--- config.mk ---
export PLATFORM = sky130hd
export DESIGN_NAME = ldpc_serial_seq
export DESIGN_NICKNAME = d
export VERILOG_FILES = /design/src/rtl/ldpc_serial_seq.sv
export SDC_FILE = /design/constraint.sdc
export NUM_CORES = 1
export LEC_CHECK = 0
export CORE_MARGIN = 5
export CORE_UTILIZATION = 45
export CTS_CLUSTER_SIZE = 25
export DETAILED_ROUTE_END_ITERATION = 6
export PLACE_DENSITY = 0.68
export SYNTH_ARGS = -nofsm -noshare
export SYNTH_HDL_FRONTEND = slang
export SYNTH_SLANG_ARGS = --single-unit
--- constraint.sdc ---
create_clock -name wb_clk_i -period 3 [get_ports wb_clk_i]
set_input_delay 0.75 -clock wb_clk_i [delete_from_list [all_inputs] [get_ports wb_clk_i]]
set_output_delay 0.75 -clock wb_clk_i [all_outputs]
set_load 0.1 [all_outputs]
--- src/rtl/ldpc_serial_seq.sv ---
// Wishbone-controlled serial sequencer for an LDPC codec: shifts TXDATA out, waits for the codec
// latency, then shifts RXDATA in. Optional done interrupt is built when LDPC_SEQ_IRQ_EN is defined.
module ldpc_serial_seq (
    input  logic        wb_clk_i,
    input  logic        wb_rst_ni,
    input  logic        wbs_cyc_i,
    input  logic        wbs_stb_i,
    input  logic        wbs_we_i,
    input  logic [3:0]  wbs_sel_i,
    input  logic [31:0] wbs_adr_i,
    input  logic [31:0] wbs_dat_i,
    output logic        wbs_ack_o,
    output logic [31:0] wbs_dat_o,
    output logic        P_inputnoutput,
    output logic        P_input,
    output logic [15:0] P_in_out_sel,
    input  logic        PO_output,
    output logic        seq_irq_o
);

    typedef enum logic [2:0] {
        StIdle  = 3'd0,
        StShift = 3'd1,
        StWait  = 3'd2,
        StRead  = 3'd3,
        StDone  = 3'd4
    } state_e;

    state_e      state_q;
    logic        ack_q;
    logic [31:0] dat_q;
    logic [31:0] cfg_q, cfg_d;
    logic [31:0] tx_q, tx_d;
    logic [31:0] rx_q;
    logic [31:0] shift_q;
    logic [4:0]  bit_cnt_q;
    logic [7:0]  wait_cnt_q;
    logic        start_q;
    logic        done_q;
    logic        pin_q;
    logic        dir_q;
    logic        irq_en;

    logic        req, wr, busy_st, busy;
    logic        ctrl_wr, cfg_wr, tx_wr;
    logic        start_req, clr_req, abort_req;
    logic [4:0]  cfg_len;
    logic [7:0]  cfg_wait;
    logic [31:0] rdata;
    logic        unused_adr;

    assign unused_adr = ^{wbs_adr_i[31:4], wbs_adr_i[1:0]};

    assign cfg_len  = cfg_q[20:16];
    assign cfg_wait = cfg_q[31:24];

    // A new request is only taken when no ack is outstanding, so each cyc&stb gets one ack.
    assign req       = wbs_cyc_i & wbs_stb_i & ~ack_q;
    assign wr        = req & wbs_we_i;
    assign busy_st   = (state_q != StIdle);
    assign busy      = busy_st | start_q;
    assign ctrl_wr   = wr & (wbs_adr_i[3:2] == 2'd0) & wbs_sel_i[0];
    assign cfg_wr    = wr & (wbs_adr_i[3:2] == 2'd1) & ~busy;
    assign tx_wr     = wr & (wbs_adr_i[3:2] == 2'd2) & ~busy;
    assign start_req = ctrl_wr & wbs_dat_i[0];
    assign clr_req   = ctrl_wr & wbs_dat_i[1];
    assign abort_req = ctrl_wr & wbs_dat_i[2];

    function automatic logic [31:0] byte_merge(input logic [31:0] old_v,
                                               input logic [31:0] new_v,
                                               input logic [3:0]  be);
        logic [31:0] res;
        res = old_v;
        for (int i = 0; i < 4; i++) begin
            if (be[i]) res[8*i +: 8] = new_v[8*i +: 8];
        end
        return res;
    endfunction

    assign cfg_d = byte_merge(cfg_q, wbs_dat_i, wbs_sel_i);
    assign tx_d  = byte_merge(tx_q, wbs_dat_i, wbs_sel_i);

    always_comb begin
        rdata = '0;
        unique case (wbs_adr_i[3:2])
            2'd0: rdata[7:0] = {1'b0, state_q, irq_en, 1'b0, done_q, busy_st};
            2'd1: rdata = cfg_q;
            2'd2: rdata = tx_q;
            2'd3: rdata = rx_q;
        endcase
    end

    // Bus side: ack, read data, configuration and the start request pulse.
    always_ff @(posedge wb_clk_i or negedge wb_rst_ni) begin
        if (!wb_rst_ni) begin
            ack_q   <= 1'b0;
            dat_q   <= '0;
            cfg_q   <= '0;
            tx_q    <= '0;
            start_q <= 1'b0;
        end else begin
            ack_q <= req;
            if (req) dat_q <= rdata;
            if (cfg_wr) cfg_q <= cfg_d;
            if (tx_wr) tx_q <= tx_d;
            if (abort_req) begin
                start_q <= 1'b0;
            end else if (start_req && !busy) begin
                start_q <= 1'b1;
            end else begin
                start_q <= 1'b0;
            end
        end
    end

`ifdef LDPC_SEQ_IRQ_EN
    logic irq_en_q;

    always_ff @(posedge wb_clk_i or negedge wb_rst_ni) begin
        if (!wb_rst_ni) begin
            irq_en_q <= 1'b0;
        end else if (ctrl_wr) begin
            irq_en_q <= wbs_dat_i[3];
        end
    end

    assign irq_en    = irq_en_q;
    assign seq_irq_o = done_q & irq_en_q;
`else
    assign irq_en    = 1'b0;
    assign seq_irq_o = 1'b0;
`endif

    // Sequencer: shift out, codec latency, shift in, one-cycle done.
    always_ff @(posedge wb_clk_i or negedge wb_rst_ni) begin
        if (!wb_rst_ni) begin
            state_q    <= StIdle;
            shift_q    <= '0;
            rx_q       <= '0;
            bit_cnt_q  <= '0;
            wait_cnt_q <= '0;
            done_q     <= 1'b0;
            pin_q      <= 1'b0;
            dir_q      <= 1'b0;
        end else begin
            if (clr_req) done_q <= 1'b0;
            if (abort_req && busy_st) begin
                state_q    <= StIdle;
                dir_q      <= 1'b0;
                pin_q      <= 1'b0;
                bit_cnt_q  <= '0;
                wait_cnt_q <= '0;
            end else begin
                unique case (state_q)
                    StIdle: begin
                        if (start_q) begin
                            state_q   <= StShift;
                            // Bit 0 goes straight to the pin; the register keeps what is left.
                            shift_q   <= {1'b0, tx_q[31:1]};
                            pin_q     <= tx_q[0];
                            dir_q     <= 1'b1;
                            rx_q      <= '0;
                            done_q    <= 1'b0;
                            bit_cnt_q <= '0;
                        end
                    end
                    StShift: begin
                        shift_q <= {1'b0, shift_q[31:1]};
                        if (bit_cnt_q == cfg_len) begin
                            bit_cnt_q  <= '0;
                            wait_cnt_q <= '0;
                            dir_q      <= 1'b0;
                            pin_q      <= 1'b0;
                            state_q    <= (cfg_wait == 8'd0) ? StRead : StWait;
                        end else begin
                            bit_cnt_q <= bit_cnt_q + 5'd1;
                            pin_q     <= shift_q[0];
                        end
                    end
                    StWait: begin
                        if (wait_cnt_q == cfg_wait - 8'd1) begin
                            state_q <= StRead;
                        end else begin
                            wait_cnt_q <= wait_cnt_q + 8'd1;
                        end
                    end
                    StRead: begin
                        rx_q[bit_cnt_q] <= PO_output;
                        if (bit_cnt_q == cfg_len) begin
                            state_q <= StDone;
                        end else begin
                            bit_cnt_q <= bit_cnt_q + 5'd1;
                        end
                    end
                    StDone: begin
                        state_q <= StIdle;
                        done_q  <= 1'b1;
                    end
                    default: state_q <= StIdle;
                endcase
            end
        end
    end

    assign wbs_ack_o      = ack_q;
    assign wbs_dat_o      = dat_q;
    assign P_inputnoutput = dir_q;
    assign P_input        = pin_q;
    assign P_in_out_sel   = cfg_q[15:0];

endmodule
; After elaboration in Yosys (flattened, before gate mapping)
; Index checks and enable logic that the tools add are counted.
[op_classes]
addsub = 3
magnitude_cmp = 2
n_eq_ne = 16
n_mux = 39
bitwise = 16
n_reduce_logical = 28
[ops]
columns = operator, count
row1 = 32-bit one-hot mux with 2 select lines, 2
row2 = 24-bit one-hot mux with 3 select lines, 1
row3 = 32-bit 2-to-1 mux, 2
row4 = 32-bit bitwise mux, 1
row5 = 8-bit one-hot mux with 4 select lines, 1
row6 = 8-bit 2-to-1 mux, 3
row7 = 5-bit 2-to-1 mux, 4
row8 = 3-bit inequality test (second input constant), 6
row9 = 2-bit AND reduction, 9
row10 = 8-bit one-hot mux with 2 select lines, 1
row11 = 3-bit 2-to-1 mux, 5
row12 = 5-bit one-hot mux with 3 select lines, 1
row13 = 3-bit AND reduction, 5
row14 = 1-bit 2-to-1 mux, 13
row15 = 1-bit bitwise AND, 12
row16 = 3-bit one-hot mux with 4 select lines, 1
row17 = 3-bit nonzero test, 3
row18 = 8-bit by 1-bit adder with 8-bit output (second input constant), 1
row19 = 8-bit == test, 1
row20 = 8-bit logical NOT, 1
row21 = 8-bit by 1-bit subtractor with 8-bit output (second input constant), 1
row22 = 3-bit by 2-bit == test with 1-bit output (second input constant), 2
row23 = 5-bit by 6-bit less-than comparator with 1-bit output (second input constant), 1
row24 = 1-bit one-hot mux with 2 select lines, 3
row25 = other kinds (18), 24
[word_totals]
regBits = 181
in_bits = 74
wordCells = 123

; Depth between registers and ports, before layout
; Gate-level depths: netlist (run 1).
[depth]
depth_word = 10
ltp_mapped = 9
mapped_depth_nobuf = 8

; Worst setup path before layout (run 1)
; No wires, ideal clock.
[synth_timing]
path_kind = register -> register
startpoint = register ack_q, in the netlist wbs_ack_o
endpoint = register shift_q[10]
arrival_time_ns = 2.572
required_time_ns = 2.923
setup_slack_ns = 0.351
path_stages_with_launch = 9
n_path_buf = 2
synth_period_minus_slack_ns = 2.649
path_cell_list = dfrtp_1 -> nand3b_1 -> inv_2 -> and4_1 -> buf_6 -> a2111oi_4 -> clkbuf_1 -> nor2_1 -> a21oi_1
[synth_between]
elab_chain_cells = 9
[synth_rtl]
columns = item, line_no
row1 = "start, declared", 30  ; logic ack_q;
row2 = "start signal, assigned", 102  ; ack_q <= req;
row3 = 1-bit NOT, 58  ; assign req = wbs_cyc_i & wbs_stb_i & ~ack_q;
row4 = 1-bit bitwise AND, 58
row5 = 1-bit bitwise AND, 59  ; assign wr = req & wbs_we_i;
row6 = 1-bit bitwise AND (2 in a row), 62  ; assign ctrl_wr = wr & (wbs_adr_i[3:2] == 2'd0) & wbs_sel_i[0];
row7 = 1-bit bitwise AND, 67  ; assign abort_req = ctrl_wr & wbs_dat_i[2];
row8 = 1-bit logical AND, 147  ; if (abort_req && busy_st) begin
row9 = 1-bit NOT (no source line), n/a
row10 = 3-bit AND reduction (no source line), n/a
row11 = "end signal, assigned", 159  ; shift_q <= {1'b0, tx_q[31:1]};
row12 = "end signal, assigned", 168  ; shift_q <= {1'b0, shift_q[31:1]};
row13 = "end, declared", 35  ; logic [31:0] shift_q;
; Every way passes these cells.
; A chain may end at the register's enable or synchronous reset.

; Worst setup path after layout (run 1)
[layout_timing]
startpoint = register cfg_q[24]
endpoint = register wait_cnt_q[3]
[layout_between]
elab_chain_cells = 4
[layout_rtl]
columns = item, line_no
row1 = "start, declared", 32  ; logic [31:0] cfg_q, cfg_d;
row2 = "start signal, assigned", 104  ; if (cfg_wr) cfg_q <= cfg_d;
row3 = 8-bit by 1-bit subtractor with 8-bit output, 181  ; if (wait_cnt_q == cfg_wait - 8'd1) begin
row4 = 8-bit == test, 181
row5 = 3-bit inequality test (no source line), n/a
row6 = 3-bit AND reduction (no source line), n/a
row7 = "end signal, assigned", 184  ; wait_cnt_q <= wait_cnt_q + 8'd1;
row8 = "end, declared", 37  ; logic [7:0] wait_cnt_q;
; Every way passes these cells.

==> qor.csv, run 1 <==
metric,value,unit
worst_ir_drop_vdd,0.0006249,V
ys_warn_count,0,
timing.final.crit_period,2.674,ns
num_io_pins,126,
numClockSinks,180,
buffer_ports.inserted,94,
final.setup.worst_slack,0.3260,ns
grt_overflow_total,0,
gpl.final_weighted_congestion,0.8393,
synth.cell_area,0.008837,mm^2
cts.clk_slew.worst_paths,0.07,ns
clk-insertion-delay-late,0.44,ns
drtIter0Drc,508,
grt_pass1_vias,6586,
tritoncts,built,
place_hpwl,14820,um
antenna_cells_inserted,0,
maximum_number_of_pins_on_one_net_before_global_route_repair,69,
ys_top_cells_by_count,"180 x sky130_fd_sc_hd__dfrtp_1, 104 x sky130_fd_sc_hd__nor2_1, 84 x sky130_fd_sc_hd__mux2_2",
slew_viol_final,0,
post_route_cell_area,0.01052,mm^2
synth_async_sr_flop_share,1.000,
setup.worst_path.class,flip-flop to flip-flop,
fin_crit_sh,0.8913,
area.growth.synth_to_final,19.01,%
synth_area_leaders,"sky130_fd_sc_hd__dfrtp_1 51%, sky130_fd_sc_hd__mux2_2 11%, sky130_fd_sc_hd__nor2_1 4.4%",
multiInputGateArea,0.003963,mm^2
synth_fp_nets,906,
dominantRegCellSynth,sky130_fd_sc_hd__dfrtp_1,
clk_root_buffer_cell,sky130_fd_sc_hd__clkbuf_16,
start_kind,flip-flop,
n_fill_cell,1722,
dp_cells,1151,
synth-compound-area-share,0.1426,
first_pass_grt_wire_length,35420,um
pre_cts_ws,-0.2800,ns
total_nets_final,986,
grt_setup_unrepaired,false,
die_y,150.1,um
dominant_combinational_cell_family_by_area_after_synthesis,multiplexers,
wl_per_cell,18.13,um
maxCapViolations,0,
cp-end-kind,flip-flop,
crit_path_max_fanout,7,
crit-reg2reg-launch,cfg_q[24],
netlist.area_leader.share,0.5097,
initial_core_util,0.4556,
finalSetupViolations,0,
syn-mean-instance-area,10.71,um^2
run_status,completed,
required,3.31,ns
drc_viols,0,
number_of_antenna_violations_at_the_first_check_in_global_routing,0,
timing.fmax,0.3740,GHz
synth_simple_gate_area_share,0.1143,
globalRouteTotalUtil,0.1980,
max_stage_delay,0.56,ns
critical_path.n_buffers_inverters,1,
post_synth_edffs,0,
totalWireLength,21450,um
crit_path_start,cfg_q[24],
worstMarginPinSlew,0.7574,ns
synth_cell_type_count,60,
placed_inst_area,0.009953,mm^2
route.detailed.vias_per_inst,5.558,
power-per-cell-area,936.8,mW/mm^2
chipWidth,150.1,um
fin_setup_tns,0,ns
route.vias.total,6575,
power_leakage,4.802,nW
numCtsBuffers,17,
drive_gt1_frac,0.2440,
placeable_core_region,0.01940,mm^2
layout.core_utilization,0.5422,
ys_ff_latch,180,
critical_path.cell_chain,inv_1 > ha_1 > nor3b_1 > xnor2_1 > or4_4 > a2111oi_4 > nor3_2 > a221o_1,
level_count_of_the_clock_h_tree,4,
hold_path.class,input port to asynchronous set/reset pin,
cell_at_the_slowest_stage_of_the_critical_path,sky130_fd_sc_hd__or4_4,
final_setup_skew,0.01714,ns
synthAdderAreaFrac,0.009911,
yosysSeqAreaShare,0.5097,
postRouteAntennaNets,0,
number_of_rows_in_the_core_area,51,
dr.pass1.iters,6,
finalHoldViolations,0,
synthesis.instances,825,
yosysMostFrequentCell,sky130_fd_sc_hd__dfrtp_1,
layout.area.seq,0.004504,mm^2
critical_path.top_delay_family,simple AND/OR/NAND/NOR gates,
synth.area.mux_share,0.1640,
maxSlewHeadroom,0.4886,
synthDominantAreaCellType,sky130_fd_sc_hd__dfrtp_1,
fp.dieArea,0.02254,mm^2
synthXorXnorAreaFrac,0.01586,
fin_cells,1183,
critPathArrivalTime,2.98,ns
cts_buffer_depth,2,
-- per-layer routing --
layer / global-route usage / vias to the layer above / routed length [um]
li1: - / 3107 / -
met1: 0.2776 / 3298 / 10020
met2: 0.3217 / 153 / 10390
met3: 0.03853 / 17 / 844
met4: 0.04300 / 0 / 207
met5: 0 / - / 0
-- stage by stage --
stage | hold slack, ns | power, W
2_1_floorplan | 0.4544 | 0.006718
3_5_place_dp | 0.4650 | 0.007746
6_report | 0.3318 | 0.009853
5_1_grt | 0.3789 | 0.01043
3_3_place_gp | 0.4619 | 0.007679
4_1_cts | 0.3559 | 0.009907
-- state kept, by name (all words and copies together), names as in the netlist --
signal          flops
cfg_q              32
rx_q               32
tx_q               32
wbs_dat_o          32
shift_q            31
wait_cnt_q          8
bit_cnt_q           5
state_q             3
P_input             1
P_inputnoutput      1
done_q              1
start_q             1
wbs_ack_o           1
-- kinds of logic (layout without fill, tap and decap cells) --
kind of cell,after synthesis,in the layout
AOI/OAI and AO/OA,200,200
xor gates and xnor gates,16,16
muxes,127,127
and+or+nand+nor,217,217
DFF,180,180
other,1,1
adders and majority gates,7,7
buffers and inverters,77,170
-- power by group --
part	internal [W]	switching (W)	total, W	leakage [nW]
clock	0.00114	0.000998	0.00214	0.274
combinational	0.00146	0.00274	0.00420	2.19
sequential	0.00304	0.000476	0.00351	2.34
-- what timing repair did --
item	in CTS	in global routing
hold buffers	0	0
endpoints found under the hold margin	0	0
resized for setup	0	1
buffers inserted	0	0
setup endpoints to repair	0	5
-- path summary, 6_finish.rpt --
kind,endpoint,slack [ns],cells past startpoint
max,wait_cnt_q[3],0.33,8
min,wait_cnt_q[4],0.33,1
max reg2reg,wait_cnt_q[3],0.33,8
min reg2reg,wbs_dat_o[4],0.48,2
max in group asynchronous,wbs_dat_o[14],1.92,2
min in group wb_clk_i,wbs_dat_o[4],0.48,2
-- worst register-to-register path, cell delays in order (launching register included) --
cell,delay (ns)
sky130_fd_sc_hd__dfrtp_1,0.40
sky130_fd_sc_hd__inv_1,0.09
sky130_fd_sc_hd__ha_1,0.22
sky130_fd_sc_hd__nor3b_1,0.25
sky130_fd_sc_hd__xnor2_1,0.11
sky130_fd_sc_hd__or4_4,0.56
sky130_fd_sc_hd__a2111oi_4,0.38
sky130_fd_sc_hd__nor3_2,0.18
sky130_fd_sc_hd__a221o_1,0.35
-- layout make-up --
cell class | instances | area share
Timing Repair Buffer | 128 | 0.1065
Sequential cell | 180 | 0.4283
Clock buffer | 20 | 0.04437
Inverter | 10 | 0.003569
Clock inverter | 12 | 0.009041
Tap cell | 265 | 0.03153
Multi-Input combinational cell | 568 | 0.3768
-- layout by cell type (no fill, tap or decap), types with 4 or more instances in the layout --
master                            synthesis  final
sky130_fd_sc_hd__dfrtp_1                180    180
sky130_fd_sc_hd__nor2_1                 104    104
sky130_fd_sc_hd__mux2_2                  84     84
sky130_fd_sc_hd__buf_4                   18     81
sky130_fd_sc_hd__o21ai_0                 71     71
sky130_fd_sc_hd__a21oi_1                 70     70
sky130_fd_sc_hd__clkdlybuf4s50_1          0     42
sky130_fd_sc_hd__nand2_1                 41     41
sky130_fd_sc_hd__mux2i_1                 30     30
sky130_fd_sc_hd__a221oi_1                27     27
sky130_fd_sc_hd__clkbuf_16                0     17
sky130_fd_sc_hd__nand3_1                 15     15
sky130_fd_sc_hd__xnor2_1                 10     10
sky130_fd_sc_hd__inv_1                    9      9
sky130_fd_sc_hd__nor3_1                   9      9
sky130_fd_sc_hd__mux2_1                   8      8
sky130_fd_sc_hd__ha_1                     7      7
sky130_fd_sc_hd__and3_1                   6      6
sky130_fd_sc_hd__xor2_1                   6      6
sky130_fd_sc_hd__or3_1                    5      5
sky130_fd_sc_hd__mux4_2                   5      5
sky130_fd_sc_hd__nor3b_1                  4      4
sky130_fd_sc_hd__a221o_1                  4      4
sky130_fd_sc_hd__and2_1                   4      4
sky130_fd_sc_hd__a31oi_1                  4      4
sky130_fd_sc_hd__nand2b_1                 4      4
sky130_fd_sc_hd__clkinv_4                 0      4
sky130_fd_sc_hd__inv_6                    0      4
sky130_fd_sc_hd__buf_12                   0      4
Power figures use the tool's default switching activity.
==> inputs of run 2 (changes only) <==
Settings changed: RECOVER_POWER set to 25, TNS_END_PERCENT set to 30.
==> run 2 against run 1 <==
Effect of this change:
- the run now ends with max-capacitance violations, max-slew violations left
- highest routed layer unchanged
- wire length down 0.18%
- combinational power about the same
- largest cell class unchanged
- final area down 0.30%
- sequential share of layout area up 0.13 points
- core utilization down 0.16 points
- non-clock buffer count unchanged
- critical endpoint unchanged
==> qor.csv, run 2 (same netlist as run 1, synthesis figures left out) <==
metric,value,unit
max_stage_delay,0.56,ns
multiInputGateArea,0.003963,mm^2
layout_common_cells,"180 x sky130_fd_sc_hd__dfrtp_1, 104 x sky130_fd_sc_hd__nor2_1, 84 x sky130_fd_sc_hd__mux2_2",
power.internal,0.005632,W
most_common_cell_after_layout_fill_and_taps_aside,sky130_fd_sc_hd__dfrtp_1,
first_pass_grt_wire_length,35420,um
maxCapViolations,1,
die_y,150.1,um
level_count_of_the_clock_h_tree,4,
fp.dieArea,0.02254,mm^2
clk_root_buffer_cell,sky130_fd_sc_hd__clkbuf_16,
totalWireLength,21420,um
cp-end-kind,flip-flop,
fin_cells,1183,
dr.pass1.iters,5,
cts_post_setup_buffers_inserted,0,
p_sw,0.004217,W
slew_viol_final,69,
p_clk_frac,0.217,
num_io_pins,126,
crit_path_max_fanout,7,
setup.worst_path.class,flip-flop to flip-flop,
maximum_number_of_pins_on_one_net_before_global_route_repair,69,
final.setup.worst_slack,0.3272,ns
cts.clk_slew.worst_paths,0.07,ns
finalSetupViolations,0,
chipWidth,150.1,um
worstMarginPinSlew,1.754,ns
placeable_core_region,0.01940,mm^2
pre_cts_ws,-0.2800,ns
run_status,"complete, but fails checks",
grt_pass1_vias,6586,
cts_buffer_depth,2,
seqPwrFrac,0.356,
clk-insertion-delay-late,0.44,ns
grt_setup_unrepaired,false,
switching_share,0.4282,
timing.final.crit_period,2.673,ns
power_leakage,4.790,nW
worst_ir_drop_vdd,0.0006271,V
cell_at_the_slowest_stage_of_the_critical_path,sky130_fd_sc_hd__or4_4,
maxSlewHeadroom,-0.1696,
comb_power_share,0.426,
postRouteAntennaNets,0,
final_setup_skew,0.01574,ns
timing.fmax,0.3741,GHz
route.vias.total,6545,
drive_gt1_frac,0.2440,
place_hpwl,14820,um
critical_path.top_delay_family,simple AND/OR/NAND/NOR gates,
route.detailed.vias_per_inst,5.533,
fin_crit_sh,0.8909,
initial_core_util,0.4556,
globalRouteTotalUtil,0.1980,
required,3.31,ns
cts_resized,0,
gpl.final_weighted_congestion,0.8393,
cts_hold_buffers,0,
critical_path.cell_chain,inv_1 > ha_1 > nor3b_1 > xnor2_1 > or4_4 > a2111oi_4 > nor3_2 > a221o_1,
number_of_rows_in_the_core_area,51,
power-per-cell-area,939.2,mW/mm^2
antenna_cells_inserted,0,
layout.area.seq,0.004504,mm^2
tritoncts,built,
grt_overflow_total,0,
area.growth.synth_to_final,18.66,%
dp_cells,1151,
numClockSinks,180,
start_kind,flip-flop,
violations_in_the_final_reports,"max-capacitance violations, max-slew violations",
total_nets_final,986,
buffer_ports.inserted,94,
drtIter0Drc,461,
hold_path.class,flip-flop to flip-flop,
drc_viols,0,
critPathArrivalTime,2.99,ns
critical_path.n_buffers_inverters,1,
n_fill_cell,1727,
finalHoldViolations,0,
number_of_antenna_violations_at_the_first_check_in_global_routing,0,
wl_per_cell,18.10,um
numCtsBuffers,17,
==> run 2: metal layers <==
metal	part of all wire	vias to the layer above	track usage	wire, um
li1	-	3102	-	-
met3	0.044	16	0.03853	949
met4	0.0094	0	0.04300	201
met5	0	-	0	0
met1	0.46	3277	0.2776	9877
met2	0.48	150	0.3217	10390
==> run 2: worst paths after layout <==
path                       depth (start not counted)            end    startpoint  slack, ns
max in group asynchronous                          2       cfg_q[5]     wb_rst_ni       0.65
min                                                2   wbs_dat_o[4]  wbs_dat_o[4]       0.48
min in group asynchronous                          1  wait_cnt_q[6]     wb_rst_ni       0.76
max                                                8  wait_cnt_q[3]     cfg_q[24]       0.33
max reg2reg                                        8  wait_cnt_q[3]     cfg_q[24]       0.33
min reg2reg                                        2   wbs_dat_o[4]  wbs_dat_o[4]       0.48
==> run 2: through the flow <==
| step | area [um^2] | TNS [ns] | total power [W] | hold slack (ns) | utilization |
|---|---|---|---|---|---|
| 2_1_floorplan | 8837 | 0 | 0.006718 | 0.4544 | - |
| 3_3_place_gp | 9953 | -4.050 | 0.007679 | 0.4619 | 0.5131 |
| 3_5_place_dp | 9953 | -5.513 | 0.007746 | 0.4650 | 0.5131 |
| 4_1_cts | 10520 | 0 | 0.009907 | 0.3559 | 0.5421 |
| 5_1_grt | 10490 | 0 | 0.01042 | 0.5089 | 0.5406 |
| 6_report | 10490 | 0 | 0.009848 | 0.4803 | 0.5406 |
==> run 2: final cells by class <==
type,count,area share
Sequential cell,180,0.4295
Multi-Input combinational cell,568,0.3779
Timing Repair Buffer,128,0.1038
Clock buffer,20,0.04451
Tap cell,265,0.03162
Clock inverter,12,0.009068
Inverter,10,0.003580
==> run 2: power groups by stage <==
stage               combinational, W  clock [W]  sequential, W
global route                 0.00454    0.00229        0.00360
floorplan                    0.00267          0        0.00404
global placement             0.00414          0        0.00354
finish                       0.00420    0.00214        0.00351
CTS                          0.00422    0.00218        0.00351
detailed placement           0.00420          0        0.00355
==> run 2: worst reg2reg max path: cells and delay by family, from the launching register on <==
| family | cells | cell delay (ns) |
|---|---|---|
| buf+inv | 1 | 0.09 |
| xor+xnor | 1 | 0.11 |
| simple gates | 3 | 0.99 |
| flops | 1 | 0.40 |
| compound gates | 2 | 0.73 |
| fa+ha+maj | 1 | 0.22 |
